===== config.mk =====
export PLATFORM = sky130hd
export DESIGN_NAME = reduce_ctrl_flat
export DESIGN_NICKNAME = d
export VERILOG_FILES = /design/src/rtl/reduce_ctrl_if.sv /design/src/rtl/reduce_ctrl.sv /design/src/flat_wrapper.sv
export SDC_FILE = /design/constraint.sdc
export NUM_CORES = 1
export LEC_CHECK = 0
export BUFFER_PORTS_ARGS = -buffer_cell sky130_fd_sc_hd__buf_4
export CAP_MARGIN = 15
export CORE_UTILIZATION = 44
export DETAILED_ROUTE_END_ITERATION = 10
export GPL_TIMING_DRIVEN = 0
export HOLD_SLACK_MARGIN = 0.15
export PLACE_DENSITY = 0.83
export SLEW_MARGIN = 20
export SYNTH_ARGS = -nofsm -noshare
export SYNTH_HDL_FRONTEND = slang
export SYNTH_SLANG_ARGS = --single-unit

===== constraint.sdc =====
create_clock -name clk_i -period 2.4 [get_ports clk_i]
set_input_delay 0 -clock clk_i [delete_from_list [all_inputs] [get_ports clk_i]]
set_output_delay 0 -clock clk_i [all_outputs]
set_load 0.05 [all_outputs]

===== src/rtl/reduce_ctrl_if.sv =====
// Control, sample-stream and shared-adder signal bundle for reduce_ctrl.
// slave is the controller's view; master is the view of whatever drives it.
interface reduce_ctrl_if #(
   parameter int W     = 32,
   parameter int LEN_W = 8
);
   logic             start_i;
   logic             abort_i;
   logic [1:0]       mode_i;
   logic [LEN_W-1:0] len_i;
   logic             in_valid_i;
   logic [W-1:0]     in_data_i;
   logic             in_ready_o;
   logic [2:0]       function_o;
   logic [W-1:0]     opa_o;
   logic [W-1:0]     opb_o;
   logic [W:0]       result_i;
   logic             busy_o;
   logic             done_o;
   logic [W-1:0]     result_o;
   logic             ovf_o;

   modport slave (
      input  start_i, abort_i, mode_i, len_i, in_valid_i, in_data_i, result_i,
      output in_ready_o, function_o, opa_o, opb_o, busy_o, done_o, result_o, ovf_o
   );

   modport master (
      output start_i, abort_i, mode_i, len_i, in_valid_i, in_data_i, result_i,
      input  in_ready_o, function_o, opa_o, opb_o, busy_o, done_o, result_o, ovf_o
   );
endinterface


===== src/rtl/reduce_ctrl.sv =====
// Runs SUM/MAX/MIN/SUMABS reductions through the shared adder: one sample per cycle
// (SUMABS one per two cycles); in_ready_o high only in RUN, done_o pulses one cycle after the last update.
module reduce_ctrl #(
   parameter int W     = 32,
   parameter int LEN_W = 8
) (
   input logic          clk_i,
   input logic          reset_i,
   reduce_ctrl_if.slave bus
);

   localparam logic [1:0] M_SUM    = 2'b00;
   localparam logic [1:0] M_MAX    = 2'b01;
   localparam logic [1:0] M_MIN    = 2'b10;
   localparam logic [1:0] M_SUMABS = 2'b11;

   localparam logic [2:0] FN_ADD = 3'b000;
   localparam logic [2:0] FN_SUB = 3'b010;
   localparam logic [2:0] FN_ABS = 3'b100;

   typedef enum logic [1:0] {
      S_IDLE = 2'd0,
      S_RUN  = 2'd1,
      S_ACC2 = 2'd2,
      S_DONE = 2'd3
   } state_t;

   state_t           r_state;
   logic [1:0]       r_mode;
   logic [LEN_W-1:0] r_cnt;
   logic [W-1:0]     r_acc;
   logic [W-1:0]     r_tmp;
   logic             r_ovf;
   logic             r_first;

   logic             w_accept;
   logic [2:0]       w_fn;
   logic [W-1:0]     w_opa;
   logic [W-1:0]     w_opb;
   logic [W-1:0]     w_res;
   logic             w_res_ovf;
   logic             w_res_neg;
   logic             w_last;

   assign w_accept  = (r_state == S_RUN) && bus.in_valid_i;
   assign w_res     = bus.result_i[W-1:0];
   assign w_res_neg = bus.result_i[W];
   assign w_res_ovf = bus.result_i[W] ^ bus.result_i[W-1];
   assign w_last    = (r_cnt == LEN_W'(1));

   // Operand steering is combinational so the adder result comes back in the same cycle.
   always_comb begin
      w_fn  = FN_ADD;
      w_opa = '0;
      w_opb = '0;
      if (w_accept) begin
         case (r_mode)
            M_SUM: begin
               w_opa = r_acc;
               w_opb = bus.in_data_i;
            end
            M_MAX, M_MIN: begin
               w_opb = bus.in_data_i;
               if (!r_first) begin
                  w_fn  = FN_SUB;
                  w_opa = r_acc;
               end
            end
            default: begin
               w_fn  = FN_ABS;
               w_opa = bus.in_data_i;
            end
         endcase
      end else if (r_state == S_ACC2) begin
         w_opa = r_acc;
         w_opb = r_tmp;
      end
   end

   assign bus.function_o = w_fn;
   assign bus.opa_o      = w_opa;
   assign bus.opb_o      = w_opb;
   assign bus.in_ready_o = (r_state == S_RUN);
   assign bus.busy_o     = (r_state != S_IDLE);
   assign bus.done_o     = (r_state == S_DONE);
   assign bus.result_o   = r_acc;
   assign bus.ovf_o      = r_ovf;

   always_ff @(posedge clk_i or posedge reset_i) begin
      if (reset_i) begin
         r_state <= S_IDLE;
         r_mode  <= M_SUM;
         r_cnt   <= '0;
         r_acc   <= '0;
         r_tmp   <= '0;
         r_ovf   <= 1'b0;
         r_first <= 1'b0;
      end else if (bus.abort_i) begin
         r_state <= S_IDLE;
      end else begin
         case (r_state)
            S_IDLE: begin
               if (bus.start_i) begin
                  r_mode  <= bus.mode_i;
                  r_cnt   <= bus.len_i;
                  r_acc   <= '0;
                  r_ovf   <= 1'b0;
                  r_first <= 1'b1;
                  r_state <= (bus.len_i == '0) ? S_DONE : S_RUN;
               end
            end
            S_RUN: begin
               if (w_accept) begin
                  r_cnt <= r_cnt - LEN_W'(1);
                  case (r_mode)
                     M_SUM: begin
                        r_acc <= w_res;
                        r_ovf <= r_ovf | w_res_ovf;
                        if (w_last) r_state <= S_DONE;
                     end
                     M_MAX, M_MIN: begin
                        if (r_first) begin
                           r_acc   <= w_res;
                           r_ovf   <= r_ovf | w_res_ovf;
                           r_first <= 1'b0;
                        end else if ((r_mode == M_MAX && !w_res_neg) ||
                                     (r_mode == M_MIN &&  w_res_neg)) begin
                           // Sign of (sample - acc) picks the winner; MAX ties take the new sample.
                           r_acc <= bus.in_data_i;
                        end
                        if (w_last) r_state <= S_DONE;
                     end
                     default: begin
                        r_tmp   <= w_res;
                        r_ovf   <= r_ovf | w_res_ovf;
                        r_state <= S_ACC2;
                     end
                  endcase
               end
            end
            S_ACC2: begin
               r_acc   <= w_res;
               r_ovf   <= r_ovf | w_res_ovf;
               r_state <= (r_cnt == '0) ? S_DONE : S_RUN;
            end
            default: begin
               r_state <= S_IDLE;
            end
         endcase
      end
   end

endmodule


===== src/flat_wrapper.sv =====
// flat-port wrapper written by rule: the top's interface ports become plain ports
module reduce_ctrl_flat 
#(
   parameter int W     = 32,
   parameter int LEN_W = 8
)
  (clk_i, reset_i, bus_start_i, bus_abort_i, bus_mode_i, bus_len_i, bus_in_valid_i, bus_in_data_i, bus_result_i, bus_in_ready_o, bus_function_o, bus_opa_o, bus_opb_o, bus_busy_o, bus_done_o, bus_result_o, bus_ovf_o);
  reduce_ctrl_if #(.W(W), .LEN_W(LEN_W)) bus_i ();
  input logic clk_i;
  input logic reset_i;
  input wire logic [$bits(bus_i.start_i)-1:0] bus_start_i;
  input wire logic [$bits(bus_i.abort_i)-1:0] bus_abort_i;
  input wire logic [$bits(bus_i.mode_i)-1:0] bus_mode_i;
  input wire logic [$bits(bus_i.len_i)-1:0] bus_len_i;
  input wire logic [$bits(bus_i.in_valid_i)-1:0] bus_in_valid_i;
  input wire logic [$bits(bus_i.in_data_i)-1:0] bus_in_data_i;
  input wire logic [$bits(bus_i.result_i)-1:0] bus_result_i;
  output wire logic [$bits(bus_i.in_ready_o)-1:0] bus_in_ready_o;
  output wire logic [$bits(bus_i.function_o)-1:0] bus_function_o;
  output wire logic [$bits(bus_i.opa_o)-1:0] bus_opa_o;
  output wire logic [$bits(bus_i.opb_o)-1:0] bus_opb_o;
  output wire logic [$bits(bus_i.busy_o)-1:0] bus_busy_o;
  output wire logic [$bits(bus_i.done_o)-1:0] bus_done_o;
  output wire logic [$bits(bus_i.result_o)-1:0] bus_result_o;
  output wire logic [$bits(bus_i.ovf_o)-1:0] bus_ovf_o;
  assign bus_i.start_i = bus_start_i;
  assign bus_i.abort_i = bus_abort_i;
  assign bus_i.mode_i = bus_mode_i;
  assign bus_i.len_i = bus_len_i;
  assign bus_i.in_valid_i = bus_in_valid_i;
  assign bus_i.in_data_i = bus_in_data_i;
  assign bus_i.result_i = bus_result_i;
  assign bus_in_ready_o = bus_i.in_ready_o;
  assign bus_function_o = bus_i.function_o;
  assign bus_opa_o = bus_i.opa_o;
  assign bus_opb_o = bus_i.opb_o;
  assign bus_busy_o = bus_i.busy_o;
  assign bus_done_o = bus_i.done_o;
  assign bus_result_o = bus_i.result_o;
  assign bus_ovf_o = bus_i.ovf_o;
  reduce_ctrl #(.W(W), .LEN_W(LEN_W)) u_core (.clk_i(clk_i), .reset_i(reset_i), .bus(bus_i));
endmodule

### Word-level counts from Yosys, hierarchy flattened

Index checks and enable logic that the tools add are counted.

* memories: 0
* bits in latches: 0
* bits in writable memories: 0
* flip-flop bits (word level): 78
* bits in read-only memories: 0
* output and inout bits: 103

* bitwise logic cells: 4
* equality and inequality tests: 15
* add/subtract/negate cells: 1
* mux-type cells: 36
* divide/modulo/power cells: 0
* multiply operators: 0
* shift operators: 0
* magnitude comparators: 0
* reduce and logical (&&, ||, !) cells: 21

Operators with widths (count)
* two-way mux 32 bit: 10
* case mux 32 bit (2 select lines): 2
* case mux 32 bit (3 select lines): 1
* zero test 8 bit: 2
* two-way mux 2 bit: 8
* two-way mux 8 bit: 2
* case mux 8 bit (2 select lines): 1
* AND reduction 5 bit: 2
* == test 8 x 1 -> 1 bit, second input constant: 1
* AND reduction 4 bit: 2
* subtractor 8 x 1 -> 8 bit, second input constant: 1
* two-way mux 1 bit: 7
* == test 2 bit, second input constant: 3
* inequality test 3 x 2 -> 1 bit, second input constant: 2
* case mux 2 bit (3 select lines): 1
* case mux 3 bit (2 select lines): 1
* AND reduction 3 bit: 2
* AND reduction 6 bit: 1
* == test 2 x 1 -> 1 bit, second input constant: 2
* zero test 2 bit: 2
* inequality test 2 x 1 -> 1 bit, second input constant: 2
* inequality test 4 x 2 -> 1 bit, second input constant: 1
* inequality test 4 x 3 -> 1 bit, second input constant: 1
* nonzero test 2 bit: 2
* 15 further kinds: 18

### Logic depth before layout (Yosys ltp)

* depth in word-level cells: 8
* mapped depth: 8
* depth with buffers taken out: 6

### Worst setup path after synthesis

Ideal clock, no wire load.

* kind: reg2out
* start point: register u_core.r_state[1]
* end point: output port bus_opa_o[22]
* slack: -0.542 ns
* path buffers: 3
* arrival time: 2.942 ns
* cell stages (with the launch flop): 8
* required time: 2.400 ns
* path through: dfrtp_1 > inv_1 > ha_1 > buf_1 > and3_1 > clkbuf_1 > clkbuf_1 > a22o_1

* word-level cells in the longest chain between the ends: 3

RTL lines
* start, declared: line reduce_ctrl.sv:28 `state_t r_state;`
* start signal, assigned: line reduce_ctrl.sv:109 `r_state <= (bus.len_i == '0) ? S_DONE : S_RUN;`
* start signal, assigned: line reduce_ctrl.sv:144 `r_state <= (r_cnt == '0) ? S_DONE : S_RUN;`
* == test 2 x 1 -> 1 bit
* net bus_in_ready_o: line flat_wrapper.sv:18 `output wire logic [$bits(bus_i.in_ready_o)-1:0] bus_in_ready_o;`
* logical AND 1 bit: line reduce_ctrl.sv:45 `assign w_accept = (r_state == S_RUN) && bus.in_valid_i;`
* two-way mux 32 bit: line reduce_ctrl.sv:56 `if (w_accept) begin`
* end, declared: line flat_wrapper.sv:20 `output wire logic [$bits(bus_i.opa_o)-1:0] bus_opa_o;`

The timed path passes the listed nets, and every way through them passes these cells.

### Final worst setup path

* start point: register u_core.r_state[1]
* end point: register u_core.r_acc[24] (netlist: u_core.bus.result_o[24])

* word-level cells in the longest chain between the ends: 4

RTL lines
* == test 2 x 1 -> 1 bit: line reduce_ctrl.sv:45, reduce_ctrl.sv:101
* logical AND 1 bit: line reduce_ctrl.sv:45
* inequality test 2 x 1 -> 1 bit (no line)
* AND reduction 6 bit (no line)
* end signal, assigned: line reduce_ctrl.sv:117 `r_acc <= w_res;`
* end signal, assigned: line reduce_ctrl.sv:123 `r_acc <= w_res;`
* end signal, assigned: line reduce_ctrl.sv:129 `r_acc <= bus.in_data_i;`
* end, declared: line reduce_ctrl.sv:31 `logic [W-1:0] r_acc;`

Several ways; a longest one is shown, not always the timed one.
A chain may end at the register's enable or synchronous reset.

==> metrics.csv <==
stage,metric,value,unit
power_and_ir_drop,static leakage,0.00368,uW
route,"wirelength, routed",16400,um
layout,layout cell share with drive strength beyond 1,46.4,%
yosys,synth top area cells,"dfrtp_1 43%, a22o_1 19%, mux2_2 14%",
critical_path,delay of the slowest cell on the worst path,380,ps
global_routing,largest net degree at the start of global routing,49,
critical_path,Worst R2R Path Depth,9,
sta,Peak Freq,425,MHz
global_routing,remaining global-route overflow,0,
placement,PortBufs,181,
power_and_ir_drop,VDD IR-drop max,0.000644,V
yosys,area share of the largest cell type after synthesis,43.2,%
critical_path,number of cells on the critical path,9,
yosys,Post-Syn Area,4520,um^2
sta,final hold viol count,0,
sta,Slew headroom,37.4,%
floorplan,num rows,36,
route,drt wl/cell,20.1,um
clock_tree,CTS tree,yes,
layout,filler cell count,606,
critical_path,Worst Path Required,2640,ps
global_routing,Tot GR Track Use,29.5,%
critical_path,crit path DAT,2590,ps
global_routing,antenna violations before repair,0,
critical_path,cells along the critical path,inv_1 -> ha_2 -> nor2b_1 -> or3_4 -> buf_6 -> a211oi_4 -> buf_6 -> clkbuf_16 -> mux2_2,
yosys,sequential-to-total area share from yosys stat,43.2,%
critical_path,crit-path most repeated cell,buf_6,
critical_path,CP Capture Type,flip-flop,
placement,gpl congestion,0.887,
clock_tree,CTS max path bufs,2,
placement,Post-DP Area,6080,um^2
layout,Reg area,1950,um^2
yosys,async set-reset flop share out of synthesis,100,%
clock_tree,Root Driver,clkbuf_8,
clock_tree,clock tree sinks,78,
status,status,"complete, no violations",
yosys,Synth area leader,dfrtp_1,
layout,Ant. Diodes,0,
critical_path,Buffers & Inverters on Critical Path,4,
layout,Syn-to-layout area delta,62.2,%
floorplan,Die W,103,um
layout,area of the multi-input gates,2430,um^2
global_routing,vias in the first global route,4780,
yosys,synth unique cells,49,
route,Routed Antenna Nets,0,
power_and_ir_drop,total power,7780,uW
layout,# nets final,770,
worst_hold_path,Worst Hold Class,input pin to flip-flop,
layout,Finished Cell Area,7330,um^2
floorplan,Core ar.,9860,um^2
sta,# setup viols final,0,
critical_path,kind of critical path,flip-flop to flip-flop,
sta,Final Skew,10.6,ps
yosys,Ys Warns,0,
yosys,number of flops mapped to enable cells by yosys,0,
route,DRT iter0 DRCs,208,
route,Detailed Routing Iterations Pass 1,5,
yosys,Mapped Cells,396,
worst_hold_path,worst hold path cell count,5,
clock_tree,clk_lat worst skew,350,ps
power_and_ir_drop,Pwr Density,1060,nW/um^2
clock_tree,"Clk pin slew, worst setup/hold paths",90,ps
placement,Post-Place Cells,711,
layout,final std cells w/o fill,816,
yosys,Syn Nets,488,
floorplan,I/O pin count,183,
yosys,Avg Synthesized Cell Area,11.4,um^2
placement,hpwl dp,10500,um
yosys,"Primary FF master, synth",dfrtp_1,
floorplan,full die area,10700,um^2
sta,ratio of final minimum period to clock period,97.9,%
route,vias per std cell,5.81,
route,via count,4745,
clock_tree,total CTS buffers,9,
floorplan,Initial Util,45.8,%
sta,Slew @ Worst Pin,932,ps
sta,"Min Clock Period, post-route",2350,ps
critical_path,CP startpoint kind,flip-flop,
route,# DRC,0,
critical_path,Top delay family on crit path,buffers and inverters,
floorplan,die extent in y,103,um
yosys,Yosys reg bits,78,
sta,final slew viol count,0,
clock_tree,CTS H-tree depth,3,
global_routing,global-route wire length before repair,23900,um
job,total of max-cap violations,0,
critical_path,crit path max fanout,7,
critical_path,slowest library cell on the worst path,dfrtp_1,
## cell usage after synthesis, drive strengths merged, types with 3 or more instances
cell    number
a22o        96
dfrtp       78
mux2        66
clkbuf      25
nor2        16
inv         13
ha          12
nand2        9
a21oi        8
buf          8
nor3         6
nor2b        4
o211ai       4
and2         3
nand2b       3
## layer usage
layer,vias to the layer above,global-route usage [%],share of wire (%)
met3,57,4.23,6.3
li1,2089,-,-
met4,0,14.8,4.1
met2,283,52.0,51
met1,2316,35.2,39
met5,-,0,0
## registers in the layout, indices dropped and copies added (netlist names)
register / count
u_core.r_cnt: 8
u_core.bus.result_o: 32
u_core.r_mode: 2
u_core.r_state: 2
u_core.bus.ovf_o: 1
u_core.r_tmp: 32
u_core.r_first: 1
## layout by cell type (no fill, tap or decap), types with 9 or more instances in the layout
master / n
buf_6: 9
ha_1: 11
mux2_2: 58
a22o_2: 9
clkbuf_2: 9
dfrtp_1: 78
a22o_1: 87
dlygate4sd3_1: 77
inv_1: 12
nor2_1: 15
clkbuf_8: 11
buf_4: 187
## path summary, 6_finish.rpt
path | from | end | slack, ps
worst max-delay path | u_core.r_state[1] | u_core.bus.result_o[24] | 50
worst min-delay path | bus_in_valid_i | u_core.r_cnt[6] | 210
worst max register to register | u_core.r_state[1] | u_core.bus.result_o[24] | 50
worst min register to register | u_core.r_tmp[4] | u_core.r_tmp[4] | 510
max in group asynchronous | reset_i | u_core.r_mode[0] | 1530
min in group asynchronous | reset_i | u_core.r_tmp[15] | 280
## tightest hold or removal path: cells and delay by family
kind | cells | cell delay [ps]
buf+inv | 1 | 120
simple gates | 2 | 230
compound gates | 2 | 170
## layout make-up
class,count,area share [%]
plain buffers,31,2.95
clock buffers,12,2.12
clock inverters,4,0.410
inverters,13,0.700
multi-input cells,272,33.2
flip-flops and latches,78,26.6
well taps,133,2.27
repair buffers,273,31.7
## stage by stage
step | setup TNS (ps) | hold slack, ps | setup WS, ps | utilization [%]
2_1_floorplan | 0 | 63.1 | 49.1 | -
3_3_place_gp | -64200 | 235 | -579 | 61.4
3_5_place_dp | -22020 | 131 | -529 | 61.7
4_1_cts | 0 | 169 | 1.45 | 72.4
5_1_grt | -103 | 242 | -20.0 | 74.3
6_report | 0 | 210 | 49.3 | 74.3
## where the power goes
group | internal [uW] | switching, uW | total (uW)
Combinational | 1840 | 2790 | 4620
Clock | 438 | 523 | 961
Sequential | 1810 | 393 | 2200
## timing repair
item / 4_1_cts / 5_1_grt
resized for setup: 28 / 39
setup endpoints to repair: 114 / 91
pin swaps: 2 / 1
hold buffers: 77 / 0
setup buffers: 5 / 6
hold endpoints to repair: 124 / 0
cloned: 1 / 2
## kinds of logic after synthesis
| logic type | count (synthesis) | synth area share (%) |
|---|---|---|
| adders and majority gates | 12 | 3.32 |
| muxes | 68 | 16.9 |
| xor gates and xnor gates | 1 | 0.194 |
| and+or+nand+nor | 59 | 6.92 |
| DFF | 78 | 43.2 |
| AOI/OAI and AO/OA | 131 | 24.9 |
| other | 1 | 0.0830 |
| buffers and inverters | 46 | 4.48 |
Note: power is estimated with default switching activity, not from simulation.
